--- src/rtl/ysyx_25020037_wbu_if.sv ---
// Handshake bundle between the LSU, the write-back unit and the register file.
// It also carries the CSR write data and the difftest retire signals.
interface ysyx_25020037_wbu_if #(
   parameter int XLEN = 32
);
   logic            lsu_valid;
   logic            wbu_ready;
   logic [XLEN-1:0] in_pc;
   logic [4:0]      in_rd;
   logic            in_rf_we;
   logic [1:0]      in_wb_sel;
   logic [XLEN-1:0] in_alu_res;
   logic [31:0]     in_load_raw;
   logic [1:0]      in_addr_lo;
   logic [2:0]      in_load_type;
   logic [XLEN-1:0] in_csr_rdata;
   logic [XLEN-1:0] in_csr_wdata;
   logic            gpr_ready;
   logic            wbu_valid;
   logic            gpr_we;
   logic [XLEN:0]   wu_to_gu_bus;
   logic [XLEN-1:0] csr_wcsr_data;
   logic            retire_valid;
   logic [XLEN-1:0] retire_pc;
   logic [31:0]     retire_cnt;

   modport slave (
      input  lsu_valid, in_pc, in_rd, in_rf_we, in_wb_sel,
      input  in_alu_res, in_load_raw, in_addr_lo, in_load_type,
      input  in_csr_rdata, in_csr_wdata, gpr_ready,
      output wbu_ready, wbu_valid, gpr_we, wu_to_gu_bus,
      output csr_wcsr_data, retire_valid, retire_pc, retire_cnt
   );

   modport master (
      output lsu_valid, in_pc, in_rd, in_rf_we, in_wb_sel,
      output in_alu_res, in_load_raw, in_addr_lo, in_load_type,
      output in_csr_rdata, in_csr_wdata, gpr_ready,
      input  wbu_ready, wbu_valid, gpr_we, wu_to_gu_bus,
      input  csr_wcsr_data, retire_valid, retire_pc, retire_cnt
   );
endinterface

--- src/rtl/ysyx_25020037_wbu.sv ---
// Write-back unit: formats LSU results and buffers them in a small FIFO.
// It presents each buffered result to the GPR file and counts retirements.
module ysyx_25020037_wbu #(
   parameter int DEPTH = 2,
   parameter int XLEN  = 32
) (
   input logic               clk,
   input logic               rst,
   ysyx_25020037_wbu_if.slave bus
);
   localparam int AW = (DEPTH > 1) ? $clog2(DEPTH) : 1;
   localparam logic [AW:0] FULL = (AW+1)'(DEPTH);

   logic [AW:0]     r_count;
   logic [AW-1:0]   r_wr_ptr;
   logic [AW-1:0]   r_rd_ptr;
   logic [XLEN-1:0] r_pc   [DEPTH];
   logic            r_we   [DEPTH];
   logic [XLEN-1:0] r_wdata[DEPTH];
   logic [XLEN-1:0] r_csr  [DEPTH];
   logic            r_retire_valid;
   logic [XLEN-1:0] r_retire_pc;
   logic [31:0]     r_retire_cnt;

   logic            w_nonempty;
   logic            w_push;
   logic            w_pop;
   logic            w_we;
   logic [7:0]      w_byte;
   logic [15:0]     w_half;
   logic [XLEN-1:0] w_load;
   logic [XLEN-1:0] w_wdata;

   assign w_nonempty    = (r_count != '0);
   assign bus.wbu_ready = (r_count != FULL);
   assign bus.wbu_valid = w_nonempty;
   assign w_push        = bus.lsu_valid & bus.wbu_ready;
   assign w_pop         = w_nonempty & bus.gpr_ready;
   assign w_we          = bus.in_rf_we & (bus.in_rd != 5'd0);

   always_comb begin
      w_byte = bus.in_load_raw[{bus.in_addr_lo, 3'b000} +: 8];
      w_half = bus.in_addr_lo[1] ? bus.in_load_raw[31:16]
                                 : bus.in_load_raw[15:0];
      w_load = '0;
      case (bus.in_load_type)
         3'd0:    w_load = {{(XLEN-8){w_byte[7]}}, w_byte};
         3'd1:    w_load = {{(XLEN-16){w_half[15]}}, w_half};
         3'd2:    w_load = bus.in_load_raw;
         3'd4:    w_load = {{(XLEN-8){1'b0}}, w_byte};
         3'd5:    w_load = {{(XLEN-16){1'b0}}, w_half};
         default: w_load = '0;
      endcase
   end

   always_comb begin
      w_wdata = bus.in_alu_res;
      unique case (bus.in_wb_sel)
         2'd0: w_wdata = bus.in_alu_res;
         2'd1: w_wdata = w_load;
         2'd2: w_wdata = bus.in_pc + XLEN'(4);
         2'd3: w_wdata = bus.in_csr_rdata;
      endcase
   end

   // Payload needs no reset: it is only visible while r_count is nonzero.
   always_ff @(posedge clk) begin
      if (w_push) begin
         r_pc[r_wr_ptr]    <= bus.in_pc;
         r_we[r_wr_ptr]    <= w_we;
         r_wdata[r_wr_ptr] <= w_wdata;
         r_csr[r_wr_ptr]   <= bus.in_csr_wdata;
      end
   end

   always_ff @(posedge clk or posedge rst) begin
      if (rst) begin
         r_count  <= '0;
         r_wr_ptr <= '0;
         r_rd_ptr <= '0;
      end else begin
         if (w_push) r_wr_ptr <= r_wr_ptr + 1'b1;
         if (w_pop)  r_rd_ptr <= r_rd_ptr + 1'b1;
         case ({w_push, w_pop})
            2'b10:   r_count <= r_count + 1'b1;
            2'b01:   r_count <= r_count - 1'b1;
            default: r_count <= r_count;
         endcase
      end
   end

   always_ff @(posedge clk or posedge rst) begin
      if (rst) begin
         r_retire_valid <= 1'b0;
         r_retire_pc    <= '0;
         r_retire_cnt   <= '0;
      end else begin
         r_retire_valid <= w_pop;
         if (w_pop) begin
            r_retire_pc  <= r_pc[r_rd_ptr];
            r_retire_cnt <= r_retire_cnt + 32'd1;
         end
      end
   end

   assign bus.gpr_we        = w_nonempty & r_we[r_rd_ptr];
   assign bus.wu_to_gu_bus  = w_nonempty ? {r_we[r_rd_ptr], r_wdata[r_rd_ptr]}
                                         : '0;
   assign bus.csr_wcsr_data = w_nonempty ? r_csr[r_rd_ptr] : '0;
   assign bus.retire_valid  = r_retire_valid;
   assign bus.retire_pc     = r_retire_pc;
   assign bus.retire_cnt    = r_retire_cnt;
endmodule
--- src/flat_wrapper.sv ---
// flat-port wrapper written by rule: the top's interface ports become plain ports
module ysyx_25020037_wbu_flat 
#(
   parameter int DEPTH = 2,
   parameter int XLEN  = 32
)
  (clk, rst, bus_lsu_valid, bus_in_pc, bus_in_rd, bus_in_rf_we, bus_in_wb_sel, bus_in_alu_res, bus_in_load_raw, bus_in_addr_lo, bus_in_load_type, bus_in_csr_rdata, bus_in_csr_wdata, bus_gpr_ready, bus_wbu_ready, bus_wbu_valid, bus_gpr_we, bus_wu_to_gu_bus, bus_csr_wcsr_data, bus_retire_valid, bus_retire_pc, bus_retire_cnt);
  ysyx_25020037_wbu_if #(.XLEN(XLEN)) bus_i ();
  input logic clk;
  input logic rst;
  input wire logic [$bits(bus_i.lsu_valid)-1:0] bus_lsu_valid;
  input wire logic [$bits(bus_i.in_pc)-1:0] bus_in_pc;
  input wire logic [$bits(bus_i.in_rd)-1:0] bus_in_rd;
  input wire logic [$bits(bus_i.in_rf_we)-1:0] bus_in_rf_we;
  input wire logic [$bits(bus_i.in_wb_sel)-1:0] bus_in_wb_sel;
  input wire logic [$bits(bus_i.in_alu_res)-1:0] bus_in_alu_res;
  input wire logic [$bits(bus_i.in_load_raw)-1:0] bus_in_load_raw;
  input wire logic [$bits(bus_i.in_addr_lo)-1:0] bus_in_addr_lo;
  input wire logic [$bits(bus_i.in_load_type)-1:0] bus_in_load_type;
  input wire logic [$bits(bus_i.in_csr_rdata)-1:0] bus_in_csr_rdata;
  input wire logic [$bits(bus_i.in_csr_wdata)-1:0] bus_in_csr_wdata;
  input wire logic [$bits(bus_i.gpr_ready)-1:0] bus_gpr_ready;
  output wire logic [$bits(bus_i.wbu_ready)-1:0] bus_wbu_ready;
  output wire logic [$bits(bus_i.wbu_valid)-1:0] bus_wbu_valid;
  output wire logic [$bits(bus_i.gpr_we)-1:0] bus_gpr_we;
  output wire logic [$bits(bus_i.wu_to_gu_bus)-1:0] bus_wu_to_gu_bus;
  output wire logic [$bits(bus_i.csr_wcsr_data)-1:0] bus_csr_wcsr_data;
  output wire logic [$bits(bus_i.retire_valid)-1:0] bus_retire_valid;
  output wire logic [$bits(bus_i.retire_pc)-1:0] bus_retire_pc;
  output wire logic [$bits(bus_i.retire_cnt)-1:0] bus_retire_cnt;
  assign bus_i.lsu_valid = bus_lsu_valid;
  assign bus_i.in_pc = bus_in_pc;
  assign bus_i.in_rd = bus_in_rd;
  assign bus_i.in_rf_we = bus_in_rf_we;
  assign bus_i.in_wb_sel = bus_in_wb_sel;
  assign bus_i.in_alu_res = bus_in_alu_res;
  assign bus_i.in_load_raw = bus_in_load_raw;
  assign bus_i.in_addr_lo = bus_in_addr_lo;
  assign bus_i.in_load_type = bus_in_load_type;
  assign bus_i.in_csr_rdata = bus_in_csr_rdata;
  assign bus_i.in_csr_wdata = bus_in_csr_wdata;
  assign bus_i.gpr_ready = bus_gpr_ready;
  assign bus_wbu_ready = bus_i.wbu_ready;
  assign bus_wbu_valid = bus_i.wbu_valid;
  assign bus_gpr_we = bus_i.gpr_we;
  assign bus_wu_to_gu_bus = bus_i.wu_to_gu_bus;
  assign bus_csr_wcsr_data = bus_i.csr_wcsr_data;
  assign bus_retire_valid = bus_i.retire_valid;
  assign bus_retire_pc = bus_i.retire_pc;
  assign bus_retire_cnt = bus_i.retire_cnt;
  ysyx_25020037_wbu #(.DEPTH(DEPTH), .XLEN(XLEN)) u_core (.clk(clk), .rst(rst), .bus(bus_i));
endmodule
--- config.mk ---
export PLATFORM = sky130hd
export DESIGN_NAME = ysyx_25020037_wbu_flat
export DESIGN_NICKNAME = d
export VERILOG_FILES = /design/src/rtl/ysyx_25020037_wbu_if.sv /design/src/rtl/ysyx_25020037_wbu.sv /design/src/flat_wrapper.sv
export SDC_FILE = /design/constraint.sdc
export NUM_CORES = 1
export LEC_CHECK = 0
export CAP_MARGIN = 20
export CORE_UTILIZATION = 44
export CTS_CLUSTER_DIAMETER = 30
export DETAILED_ROUTE_END_ITERATION = 10
export PLACE_DENSITY_LB_ADDON = 0.2
export SLEW_MARGIN = 20
export SYNTH_ARGS = -nofsm -noshare
export SYNTH_HDL_FRONTEND = slang
export SYNTH_SLANG_ARGS = --single-unit
--- constraint.sdc ---
create_clock -name clk -period 5.23 [get_ports clk]
set_input_delay 1.046 -clock clk [delete_from_list [all_inputs] [get_ports clk]]
set_output_delay 1.046 -clock clk [all_outputs]
set_load 0.005 [all_outputs]
Word level (Yosys, flattened, before mapping):

Memories as Yosys holds them, arrays and structs flattened. A register that Yosys moved wholly into a read port is not among the register bits.
Cells that the tools add are included.
Widths: inputs -> output; s select.

* bits in writable memories: 194
* output and inout port bits: 133
* input port bits: 177
* bits in registers: 37
* memories kept: 4

Memories
* u_core.r_csr: words 2, bits a word 32, read ports 1, clocked after memory_dff 0, wr ports 1, RTL line ysyx_25020037_wbu.sv:20 `logic [XLEN-1:0] r_csr [DEPTH];`
* u_core.r_pc: words 2, bits a word 32, read ports 1, clocked after memory_dff 1, wr ports 1, RTL line ysyx_25020037_wbu.sv:17 `logic [XLEN-1:0] r_pc [DEPTH];`
* u_core.r_wdata: words 2, bits a word 32, read ports 1, clocked after memory_dff 0, wr ports 1, RTL line ysyx_25020037_wbu.sv:19 `logic [XLEN-1:0] r_wdata[DEPTH];`
* u_core.r_we: words 2, bits a word 1, read ports 1, clocked after memory_dff 0, wr ports 1, RTL line ysyx_25020037_wbu.sv:18 `logic r_we [DEPTH];`

* bitwise logic cells: 4
* shift operators: 1
* mux-type cells: 8
* reduce and logical (&&, ||, !) cells: 5
* $add $sub $neg: 6
* eq/ne operators: 10

Operator list (count)
* $pmux 32 s5: 1
* $pmux 32 s4: 1
* $mux 33: 1
* $add 32x1->32 const B: 1
* $add 32x3->32 const B: 1
* $mux 32: 1
* $shiftx 32x6->8: 1
* $mux 16: 1
* $eq 2x2->1 const B: 3
* $eq 3x3->1 const B: 2
* $reduce_bool 5->1: 1
* $and 1x1->1: 4
* $eq 2x1->1 const B: 2
* $pmux 2 s2: 1
* $reduce_bool 2->1: 2
* $eq 3x1->1 const B: 1
* $eq 3x2->1 const B: 1
* $logic_not 3->1: 1
* $add 1x1->1 const B: 2
* $add 2x1->2 const B: 1
* $logic_not 2->1: 1
* $mux 1: 2
* $ne 2x2->1 const B: 1
* $sub 2x1->2 const B: 1

Logic depth before layout (Yosys ltp):

* word-level depth: 4
* mapped depth: 7
* depth with buffers taken out: 6

Worst setup path before layout:

OpenSTA, ideal clock, no wires.

* path kind: input to register
* from: in bus_lsu_valid
* to: mem u_core.r_csr[0][0] (enable)
* stages on the path: 2
* required time: 4.677 ns
* buffers on the path: 0
* arrival: 5.178 ns
* slack: -0.502 ns
* path through: nand2_1 > nor2_1

* cells in the longest elaborated chain, start to end: 3

Ends and longest elaborated chain
* start: declaration: RTL line flat_wrapper.sv:11 `input wire logic [$bits(bus_i.lsu_valid)-1:0] bus_lsu_valid;`
* $and 1x1->1: RTL line ysyx_25020037_wbu.sv:37 `assign w_push = bus.lsu_valid & bus.wbu_ready;`
* $mux 1: RTL line ysyx_25020037_wbu.sv:68 `if (w_push) begin`
* $mux 1 (implied by the code): RTL line ysyx_25020037_wbu.sv:72 `r_csr[r_wr_ptr] <= bus.in_csr_wdata;`
* end: declaration: RTL line ysyx_25020037_wbu.sv:20

Every way passes these cells.

Final worst setup path:

* from: reg u_core.r_rd_ptr
* to: out bus_csr_wcsr_data[14]

* cells in the longest elaborated chain, start to end: 2

Ends and longest elaborated chain
* start: declaration: RTL line ysyx_25020037_wbu.sv:16 `logic [AW-1:0] r_rd_ptr;`
* start signal: assignment: RTL line ysyx_25020037_wbu.sv:83 `if (w_pop) r_rd_ptr <= r_rd_ptr + 1'b1;`
* $mem_v2 2x32
* $mux 32: RTL line ysyx_25020037_wbu.sv:109 `assign bus.csr_wcsr_data = w_nonempty ? r_csr[r_rd_ptr] : '0;`
* end: declaration: RTL line flat_wrapper.sv:27 `output wire logic [$bits(bus_i.csr_wcsr_data)-1:0] bus_csr_wcsr_data;`

Every way passes these cells.

==> impl_metrics.env <==
export IMPL_outcome="finished with violations"
export IMPL_violations_in_the_final_reports="design-rule violations"
export IMPL_worst_slew_pin_slew_ps=1071
export IMPL_finalMaxSlewViolations=0
export IMPL_port_buffers=309
export IMPL_num_cts_buffers=58
export IMPL_antenna_found_initial=0
export IMPL_std_cell_rows=59
export IMPL_worstSetupStartpointType="flip-flop"
export IMPL_max_freq_mhz=258.7
export IMPL_final_global_route_overflow_total=0
export IMPL_core_area_sq_um=26210
export IMPL_rsz_0062_raised_after_global_routing="false"
export IMPL_synthTopCellsByArea="sky130_fd_sc_hd__edfxtp_1, sky130_fd_sc_hd__dfrtp_1, sky130_fd_sc_hd__mux2i_1"
export IMPL_placed_cells_incl_taps=1531
export IMPL_proportion_of_synthesized_chip_area_in_sequential_cells_pct=63.97
export IMPL_synth_yosys_warnings=0
export IMPL_finalSetupTns_ps=0
export IMPL_routedWlPerCell_microns=20.50
export IMPL_number_of_enable_flip_flop_cells_after_synthesis=194
export IMPL_netSwitchingPower_uw=2620
export IMPL_internal_power_uw=6740
export IMPL_layout_core_utilization_pct=66.06
export IMPL_die_w_microns=165.8
export IMPL_fin_worst_skew_ps=17.85
export IMPL_post_synth_num_cell_types=63
export IMPL_syn_mean_instance_area_sq_um=12.89
export IMPL_synth_cell_area_sq_um=11810
export IMPL_grt_start_max_net_pins=71
export IMPL_postSynthRegisterBits=263
export IMPL_relSlewSlack_pct=28.63
export IMPL_cts_resized=0
export IMPL_timing_final_crit_period_ps=3865
export IMPL_crit_arrival_ps=2820
export IMPL_synth_instances=916
export IMPL_power_switching_share_pct=27.99
export IMPL_path_class="reg2out"
export IMPL_instances_no_fill=1640
export IMPL_drv_cap=0
export IMPL_global_route_peak_usage_layer="met2"
export IMPL_fin_ws_ps=1365
export IMPL_synth_net_count=1096
export IMPL_layout_nets=1436
export IMPL_critical_path_required_ps=4180
export IMPL_track_usage_pct=24.56
export IMPL_synthDominantAreaCellType="sky130_fd_sc_hd__edfxtp_1"
export IMPL_cts_max_path_buffers=3
export IMPL_clock_sink_count=263
export IMPL_io_pins=310
export IMPL_timing_critical_path_fanout_max=34
export IMPL_num_vias=8945
export IMPL_pwr_share_comb_pct=27.6
export IMPL_final_layout_size_suffix_gt1_share_pct=10.80
export IMPL_area_delta_synth_final_pct=46.63
export IMPL_final_antenna_net_count=0
export IMPL_pwr_density_cell_nw_per_um2=540.7
export IMPL_pre_cts_ws_ps=1598
export IMPL_first_pass_grt_wire_length_microns=51640
export IMPL_ir_drop_mv=0.3047
export IMPL_met2_usage_pct=39.74
export IMPL_tritoncts="built"
export IMPL_min_path_type="reg2reg"
export IMPL_cts_root_buf="sky130_fd_sc_hd__clkbuf_16"
export IMPL_finalCritPeriodShare_pct=73.90
export IMPL_chip_height_microns=165.8
export IMPL_ys_flop_type="sky130_fd_sc_hd__edfxtp_1"
export IMPL_gr_met3_demand_resource_pct=5.839
export IMPL_num_antenna_cells=0
export IMPL_via_per_inst=5.454
export IMPL_timing_critical_path_to_type="output port"
export IMPL_clockPowerShare_pct=39.1
export IMPL_fp_dieArea_sq_um=27490
export IMPL_met1_usage_pct=32.02
export IMPL_clkSlewWorstSetupHoldPaths_ps=50
export IMPL_post_synth_top_area_fraction_pct=49.34
export IMPL_number_of_global_route_vias_before_repair=9044
export IMPL_power_static_leakage_uw=0.006569
export IMPL_worst_skew_pair_latency_ps=560
export IMPL_finalHoldWorstSlack_ps=472.7
export IMPL_post_route_drc_count=19
export IMPL_report_final_setup_viol=0
export IMPL_hpwl_microns=24100
export IMPL_layout_commonest_cell="sky130_fd_sc_hd__clkdlybuf4s50_1"
export IMPL_cts_htree_levels=2
export IMPL_initialDrtViolationCount=662
export IMPL_most_frequent_cells_in_the_layout="sky130_fd_sc_hd__clkdlybuf4s50_1, sky130_fd_sc_hd__edfxtp_1, sky130_fd_sc_hd__mux2i_1, sky130_fd_sc_hd__nor2_1, sky130_fd_sc_hd__nand2_1"
export IMPL_fillers=1952
export IMPL_cts_post_setup_buffers_inserted=0
export IMPL_synthArstFlopShare_pct=26.24
export IMPL_starting_density_of_the_core_pct=45.05
export IMPL_final_hold_violation_count=0
export IMPL_sequentialPowerShare_pct=33.4
export IMPL_post_cts_hold_buffer_count=0
export IMPL_firstDrtPassIters=8
export IMPL_gp_routability_congestion=0.9294
export IMPL_drt_total_wl_microns=33620
-- power by group through the flow --
stage,Clock [uW],Combinational (uW),Sequential (uW)
floorplan,0,1190,3070
detailed placement,0,2600,3160
finish,3660,2580,3120
global route,3830,2800,3180
global placement,0,2580,3140
CTS,3710,2620,3130
-- stage by stage --
stage	power (uW)	instance area [sq um]
4_1_cts	9456	17310
2_1_floorplan	4265	11810
3_5_place_dp	5754	15290
6_report	9360	17310
5_1_grt	9802	17310
3_3_place_gp	5720	15290
-- cell usage after synthesis (4+ instances only) --
cell type                  count
sky130_fd_sc_hd__nand4_2       4
sky130_fd_sc_hd__clkbuf_1     27
sky130_fd_sc_hd__edfxtp_1    194
sky130_fd_sc_hd__nand2_1      83
sky130_fd_sc_hd__and4_1        7
sky130_fd_sc_hd__o211ai_1      6
sky130_fd_sc_hd__or4_1         5
sky130_fd_sc_hd__nor3_1       12
sky130_fd_sc_hd__a21o_1        8
sky130_fd_sc_hd__o221ai_1     10
sky130_fd_sc_hd__nand3_1      21
sky130_fd_sc_hd__nor4_2        4
sky130_fd_sc_hd__a22oi_1      11
sky130_fd_sc_hd__o22ai_1       8
sky130_fd_sc_hd__a31oi_1       7
sky130_fd_sc_hd__dfrtp_1      69
sky130_fd_sc_hd__a221oi_1      7
sky130_fd_sc_hd__a22o_1        4
sky130_fd_sc_hd__mux2i_1     107
sky130_fd_sc_hd__nor2_1       88
sky130_fd_sc_hd__buf_1        10
sky130_fd_sc_hd__xnor2_1      50
sky130_fd_sc_hd__inv_1        13
sky130_fd_sc_hd__o21ai_0      56
sky130_fd_sc_hd__xor2_1       12
sky130_fd_sc_hd__nand4_1      18
sky130_fd_sc_hd__buf_2         5
sky130_fd_sc_hd__a21oi_1      13
sky130_fd_sc_hd__o21ai_1       6
-- worst paths after layout --
check                                                      start                                    end  slack, ps  depth (start not counted)
hold / removal             u_core.bus.retire_cnt[31]$_DFFE_PP0P_  u_core.bus.retire_cnt[31]$_DFFE_PP0P_        470                          1
min in group asynchronous                                    rst   u_core.bus.retire_pc[10]$_DFFE_PP0P_       1010                          2
setup / recovery                     u_core.r_rd_ptr$_DFFE_PP0P_                  bus_csr_wcsr_data[14]       1370                          4
setup reg to reg                   u_core.r_count[0]$_DFFE_PP0P_  u_core.bus.retire_cnt[25]$_DFFE_PP0P_       2850                          6
hold reg to reg            u_core.bus.retire_cnt[31]$_DFFE_PP0P_  u_core.bus.retire_cnt[31]$_DFFE_PP0P_        470                          1
max in group asynchronous                                    rst  u_core.bus.retire_cnt[16]$_DFFE_PP0P_       3310                          3
-- per-layer routing --
metal | wire length [microns] | vias to the layer above
met5 | 0 | -
met4 | 1060 | 0
met3 | 2728 | 75
met2 | 16030 | 400
met1 | 13790 | 4324
li1 | - | 4146
-- critical path: stages (launching register included) --
cell and delay [ps]:
sky130_fd_sc_hd__dfrtp_4 840, sky130_fd_sc_hd__buf_4 570, sky130_fd_sc_hd__mux2i_1 290, sky130_fd_sc_hd__nor2_1 60
sky130_fd_sc_hd__clkdlybuf4s50_1 460
-- flip-flops by register name (all words and copies together), names as in the netlist --
register / count
u_core.r_csr: 64
u_core.r_pc: 64
u_core.r_wdata: 64
u_core.bus.retire_cnt: 32
u_core.bus.retire_pc: 32
u_core.r_count: 2
u_core.r_we: 2
u_core.bus.retire_valid: 1
u_core.r_rd_ptr: 1
u_core.r_wr_ptr: 1
-- layout make-up --
cell class	instances	area (sq um)	share of cell area (%)
clock buffer	72	1575	9.099
clock inverter	37	445.4	2.573
inverter	14	52.55	0.3036
multi-input combinational	594	4050	23.40
sequential	263	7556	43.65
tap	335	419.2	2.421
timing repair buffer	325	3213	18.56
-- kinds of logic (layout without fill, tap and decap cells) --
logic type      after synthesis  count (layout)  synth area share [%]
compound gates              152             152                 8.340
xor+xnor                     62              62                 4.599
fa+ha+maj                     3               3                0.3180
buf+inv                      59             448                 2.035
flops                       263             263                 63.97
mux                         112             112                 9.739
simple gates                265             265                 11.00
(Power assumes the default switching activity.)
